<file path="src/rtl/fifo_pkg.sv">
// Shared definitions for param_fifo: controller state encodings and a constant clog2 helper.
package fifo_pkg;

    typedef enum logic [1:0] {
        EMPTY = 2'd0,
        PROC  = 2'd1,
        FULL  = 2'd2
    } fifo_state_t;

    // Smallest n with 2**n >= value; usable in constant expressions (port widths).
    function automatic int clog2(input int value);
        int result;
        result = 0;
        for (int i = 0; i < 31; i++) begin
            if ((1 << i) < value) begin
                result = i + 1;
            end
        end
        return result;
    endfunction

endpackage

</file>
<file path="src/rtl/param_fifo_edge_detector.sv">
// Registered edge detector: one-cycle pulse per selected edge of a level input.
module edge_detector #(
    parameter bit FALLING = 1'b1
) (
    input  logic clk,
    input  logic reset,
    input  logic level,
    output logic pulse
);

    logic level_reg;
    logic pulse_reg;

    // The idle level is the inactive one, so no spurious edge appears right after reset.
    always_ff @(posedge clk or posedge reset) begin
        if (reset) begin
            level_reg <= FALLING;
            pulse_reg <= 1'b0;
        end else begin
            level_reg <= level;
            pulse_reg <= FALLING ? (level_reg & ~level) : (~level_reg & level);
        end
    end

    assign pulse = pulse_reg;

endmodule

</file>
<file path="src/rtl/param_fifo.sv">
// Parameterised synchronous FIFO with a three-state controller and sticky error flags.
// Optional build macro PARAM_FIFO_BTN_EDGE_EN: push/pop become active-low buttons, one request per falling edge.
module param_fifo
    import fifo_pkg::*;
#(
    parameter int WIDTH     = 8,
    parameter int DEPTH     = 16,
    parameter int AF_MARGIN = 2,
    parameter int AE_MARGIN = 2
) (
    input  logic                       clk,
    input  logic                       reset,
    input  logic                       push,
    input  logic                       pop,
    input  logic [WIDTH-1:0]           din,
    input  logic                       clr_err,
    output logic [WIDTH-1:0]           dout,
    output logic [clog2(DEPTH+1)-1:0]  count,
    output logic                       full,
    output logic                       empty,
    output logic                       almost_full,
    output logic                       almost_empty,
    output logic                       overflow,
    output logic                       underflow
);

    localparam int AW = clog2(DEPTH);
    localparam int CW = clog2(DEPTH + 1);

    logic push_req;
    logic pop_req;

`ifdef PARAM_FIFO_BTN_EDGE_EN
    edge_detector #(.FALLING(1'b1)) u_push_edge (
        .clk   (clk),
        .reset (reset),
        .level (push),
        .pulse (push_req)
    );
    edge_detector #(.FALLING(1'b1)) u_pop_edge (
        .clk   (clk),
        .reset (reset),
        .level (pop),
        .pulse (pop_req)
    );
`else
    assign push_req = push;
    assign pop_req  = pop;
`endif

    fifo_state_t      state_reg, state_next;
    logic [AW-1:0]    wr_ptr_reg, rd_ptr_reg;
    logic [CW-1:0]    count_reg, count_next;
    logic [WIDTH-1:0] dout_reg;
    logic             overflow_reg, underflow_reg;
    logic             do_write, do_read, set_ov, set_un;

    logic [WIDTH-1:0] mem [DEPTH];

    always_comb begin
        state_next = state_reg;
        do_write   = 1'b0;
        do_read    = 1'b0;
        set_ov     = 1'b0;
        set_un     = 1'b0;
        case (state_reg)
            EMPTY: begin
                set_un = pop_req;
                if (push_req) begin
                    do_write   = 1'b1;
                    state_next = PROC;
                end
            end
            PROC: begin
                do_write = push_req;
                do_read  = pop_req;
                if (push_req && !pop_req && count_reg == CW'(DEPTH - 1)) begin
                    state_next = FULL;
                end else if (pop_req && !push_req && count_reg == CW'(1)) begin
                    state_next = EMPTY;
                end
            end
            FULL: begin
                if (pop_req) begin
                    do_read  = 1'b1;
                    do_write = push_req;
                    if (!push_req) begin
                        state_next = PROC;
                    end
                end else begin
                    set_ov = push_req;
                end
            end
            default: state_next = EMPTY;
        endcase
    end

    always_comb begin
        count_next = count_reg;
        if (do_write && !do_read) begin
            count_next = count_reg + CW'(1);
        end else if (do_read && !do_write) begin
            count_next = count_reg - CW'(1);
        end
    end

    always_ff @(posedge clk or posedge reset) begin
        if (reset) begin
            state_reg     <= EMPTY;
            wr_ptr_reg    <= '0;
            rd_ptr_reg    <= '0;
            count_reg     <= '0;
            dout_reg      <= '0;
            overflow_reg  <= 1'b0;
            underflow_reg <= 1'b0;
        end else begin
            state_reg  <= state_next;
            count_reg  <= count_next;
            // Read-before-write: a same-edge write to the head slot shows up one edge later.
            dout_reg   <= mem[rd_ptr_reg];
            if (do_write) begin
                wr_ptr_reg <= wr_ptr_reg + AW'(1);
            end
            if (do_read) begin
                rd_ptr_reg <= rd_ptr_reg + AW'(1);
            end
            overflow_reg  <= clr_err ? 1'b0 : (overflow_reg | set_ov);
            underflow_reg <= clr_err ? 1'b0 : (underflow_reg | set_un);
        end
    end

    // Storage carries no reset so it maps onto block RAM.
    always_ff @(posedge clk) begin
        if (do_write) begin
            mem[wr_ptr_reg] <= din;
        end
    end

    assign dout         = dout_reg;
    assign count        = count_reg;
    assign full         = (state_reg == FULL);
    assign empty        = (state_reg == EMPTY);
    assign almost_full  = (int'(count_reg) >= DEPTH - AF_MARGIN);
    assign almost_empty = (int'(count_reg) <= AE_MARGIN);
    assign overflow     = overflow_reg;
    assign underflow    = underflow_reg;

endmodule

</file>
<file path="config.mk">
export PLATFORM = sky130hd
export DESIGN_NAME = param_fifo
export DESIGN_NICKNAME = d
export VERILOG_FILES = /design/src/rtl/fifo_pkg.sv /design/src/rtl/param_fifo_edge_detector.sv /design/src/rtl/param_fifo.sv
export SDC_FILE = /design/constraint.sdc
export NUM_CORES = 1
export LEC_CHECK = 0
export BUFFER_PORTS_ARGS = -buffer_cell sky130_fd_sc_hd__buf_4
export CAP_MARGIN = 30
export CELL_PAD_IN_SITES_DETAIL_PLACEMENT = 1
export CELL_PAD_IN_SITES_GLOBAL_PLACEMENT = 2
export CORE_ASPECT_RATIO = 0.7
export CORE_MARGIN = 10
export CORE_UTILIZATION = 30
export CTS_CLUSTER_DIAMETER = 50
export DETAILED_ROUTE_END_ITERATION = 12
export PLACE_DENSITY_LB_ADDON = 0.1
export REMOVE_ABC_BUFFERS = 1
export SLEW_MARGIN = 20
export SYNTH_ARGS = -nofsm -noshare
export SYNTH_HDL_FRONTEND = slang
export SYNTH_SLANG_ARGS = --single-unit
</file>
<file path="constraint.sdc">
create_clock -name clk -period 2.1 [get_ports clk]
set_input_delay 0.105 -clock clk [delete_from_list [all_inputs] [get_ports clk]]
set_output_delay 0.105 -clock clk [all_outputs]
set_load 0.005 [all_outputs]
</file>
==> flow_summary.toml <==
[setup_path]
worstPathCellList = "inv_2 -> ha_4 -> a211oi_2 -> buf_4 -> nor3b_4 -> buf_6 -> nand2_2 -> nor2_1 -> buf_4"
crit_top_cell = "buf_4"
regToRegStartpoint = "state_reg[0]"
cp_num_buf_inv = 4
reg2regPathDepth = 9
crit_arrival_ns = 2.20
startpoint_type = "register"
critPathSlowestCell = "dfrtp_2"
r2r_slack_ns = 0.03
r2r_end = "mem[5][3]"
path_delay_family = "buffers and inverters"
cp-end-kind = "register"
critPathMaxFanout = 6
worstSetupPathType = "reg -> reg"
cp_slowest_stage_delay_ns = 0.43
required_ns = 2.23

[global_route]
grt_pass1_wl_mm = 22.0
grt_pass1_vias = 3472
grt-ovfl-total = 0
grt_max_degree = 29
antenna_found_initial = 0
grtUsageTotal = 0.111

[floorplanning]
die_x_um = 192
die_height_um = 140
rows = 43
initial_utilization = 0.309
core_area_um2 = 20100
dieArea_um2 = 27000
ios = 32

[run]
max-cap-violations = 0

[yosys]
yosysWarningCount = 0
synth-seq-cells = 153
ys_types = 40
async_reset_ff_frac = 0.163
synth_enable_flop_cells = 128
ys.flop_type = "edfxtp_1"
synth_seq_area_share = 0.720
synth_area_um2 = 6210
avgSynthCellArea_um2 = 18.8
synthCells = 330

[drt]
antenna_left = 0
drc = 0
num_vias = 3256
wl_per_cell_um = 20.5
first_pass_iters = 4
totalWireLength_mm = 14.5
vias_per_cell = 4.61
drt_iter0_markers = 171

[cts]
clkSlewWorstSetupHoldPaths_ns = 0.06
clockBufferDepth = 2
cts.sinks = 153
htreeDepth = 4
cts_tree = "done"
numCtsBuffers = 17
cts_root_buffer = "clkbuf_16"
insertion_delay_ns = 0.43

[placed_design]
placed_area_um2 = 7010
portBuffers = 31
place_ws_ns = -0.181
hpwl_mm = 10.0
place.gp.congestion = 0.706

[layout]
stdcell_area_um2 = 7900
seq_area_um2 = 4470
largest_reg_flops = 128
diodes = 0
drive_gt1_frac = 0.362
multi_input_area_um2 = 1710
post-route-util = 0.393
nFillCells = 1993
synthToLayoutAreaGrowth_pct = 27.1
nets = 452

[timing]
whs_ns = 0.0102
fmax_mhz = 483
worstMarginPinSlew_ns = 0.476
setup_viol = 0
fin_ws_ns = 0.0285
fin_crit_ns = 2.07
slew_violations = 0
hold_violations = 0
period_share = 0.986
rsz0062_at_grt = "yes"
fin_skew_ns = 0.0106
max-slew-margin-rel = 0.682

[min_path]
hold_end = "underflow"
whs_path_depth = 3
hp-class = "in -> reg"
hp-start = "pop"

[power]
p_leak_nw = 2.86
vdd_drop_max_uv = 469
power_density_nw_per_um2 = 1340

[outcome]
outcome = "completed"
power by group:
group	internal [mW]	total [mW]	switching, mW
Sequential	3.76	4.07	0.307
Clock	1.82	3.04	1.22
Combinational	1.71	3.48	1.77
Total	7.28	10.6	3.30
how the worst max path moves through the flow:
stage / cells past startpoint / end / slack [ns] / start
floorplan: 3 / dout[0] / -0.27 / rd_ptr_reg[0]
global placement: 9 / mem[1][5] / -0.1 / state_reg[0]
detailed placement: 9 / mem[1][0] / -0.18 / state_reg[1]
CTS: 9 / count[3] / -0.02 / state_reg[0]
global route: 9 / mem[7][3] / -0.05 / state_reg[0]
finish: 9 / mem[5][3] / 0.03 / state_reg[0]
worst register-to-register path: stages, from the launching register on:
cell	delay (ns)
dfrtp_2	0.43
inv_2	0.11
ha_4	0.15
a211oi_2	0.06
buf_4	0.14
nor3b_4	0.21
buf_6	0.17
nand2_2	0.10
nor2_1	0.21
buf_4	0.20
cell type report:
| cell class | count | area share |
|---|---|---|
| Tap cell | 270 | 0.0428 |
| Clock inverter | 13 | 0.0179 |
| Multi-Input combinational cell | 154 | 0.217 |
| Clock buffer | 19 | 0.0574 |
| Timing Repair Buffer | 87 | 0.0938 |
| Inverter | 10 | 0.00507 |
| Sequential cell | 153 | 0.566 |
cell usage after synthesis (4+ instances only):
cell	n	area share
xnor2_1	6	0.0085
edfxtp_1	128	0.62
xor2_1	4	0.0056
inv_1	10	0.0060
dfrtp_1	25	0.10
a22oi_1	16	0.019
o21ai_0	4	0.0032
nor3_1	4	0.0032
a21oi_1	8	0.0064
nor2_1	19	0.011
mux4_2	21	0.076
nand2_1	17	0.010
mux4_1	11	0.047
ha_1	16	0.032
through the flow:
stage	instances	power [mW]	setup TNS, ns
finish	706	10.6	0
global route	706	11.2	-2.38
CTS	702	10.6	-0.172
detailed placement	660	7.39	-3.09
global placement	660	7.37	-0.956
floorplan	317	5.85	-9.28
placed cells by master, fill, tap and decap left out, types with 2 or more instances in the layout:
| master | count |
|---|---|
| buf_12 | 2 |
| clkinvlp_4 | 3 |
| inv_6 | 3 |
| xor2_1 | 4 |
| a21oi_1 | 7 |
| nand3_1 | 2 |
| nand2_2 | 3 |
| edfxtp_1 | 128 |
| dfrtp_2 | 3 |
| nor2_1 | 16 |
| inv_1 | 8 |
| xnor2_1 | 6 |
| dlygate4sd3_1 | 7 |
| clkbuf_8 | 2 |
| mux4_2 | 21 |
| clkbuf_16 | 17 |
| nand3b_1 | 2 |
| a22oi_1 | 16 |
| clkinv_4 | 2 |
| buf_4 | 66 |
| o211ai_1 | 3 |
| mux4_1 | 11 |
| nand2_1 | 14 |
| ha_4 | 3 |
| ha_1 | 12 |
| nor2_2 | 3 |
| nor3_4 | 3 |
| clkinv_2 | 3 |
| buf_6 | 12 |
| o21ai_0 | 4 |
| nor2b_1 | 3 |
| dfrtp_1 | 22 |
| bufinv_16 | 2 |
| nand2b_1 | 3 |
| nand4_1 | 2 |
logic make-up (layout without fill, tap and decap cells):
kind of cell               count (synthesis)  after routing  synth area share
adders and majority gates                 16             16            0.0322
xor gates and xnor gates                  10             10            0.0141
muxes                                     33             33             0.124
AOI/OAI and AO/OA                         35             35            0.0377
buffers and inverters                     23            129            0.0242
DFF                                      153            153             0.720
and+or+nand+nor                           60             60            0.0477
per-layer routing:
layer,vias to the layer above,part of all wire,routed length (um),GRT usage
li1,1499,-,-,-
met1,1689,0.51,7390,0.162
met2,58,0.44,6370,0.156
met3,10,0.039,570,0.0310
met4,0,0.0082,119,0.0330
met5,-,0,0,0
repair_timing:
| item | 4_1_cts | 5_1_grt |
|---|---|---|
| endpoints found under the setup margin | 75 | 131 |
| resized for setup | 8 | 34 |
| hold buffers | 7 | 0 |
| endpoints found under the hold margin | 78 | 0 |
| setup buffers | 3 | 4 |
| pin swaps | 2 | 8 |
No activity file was read; power rests on OpenSTA's default activity.
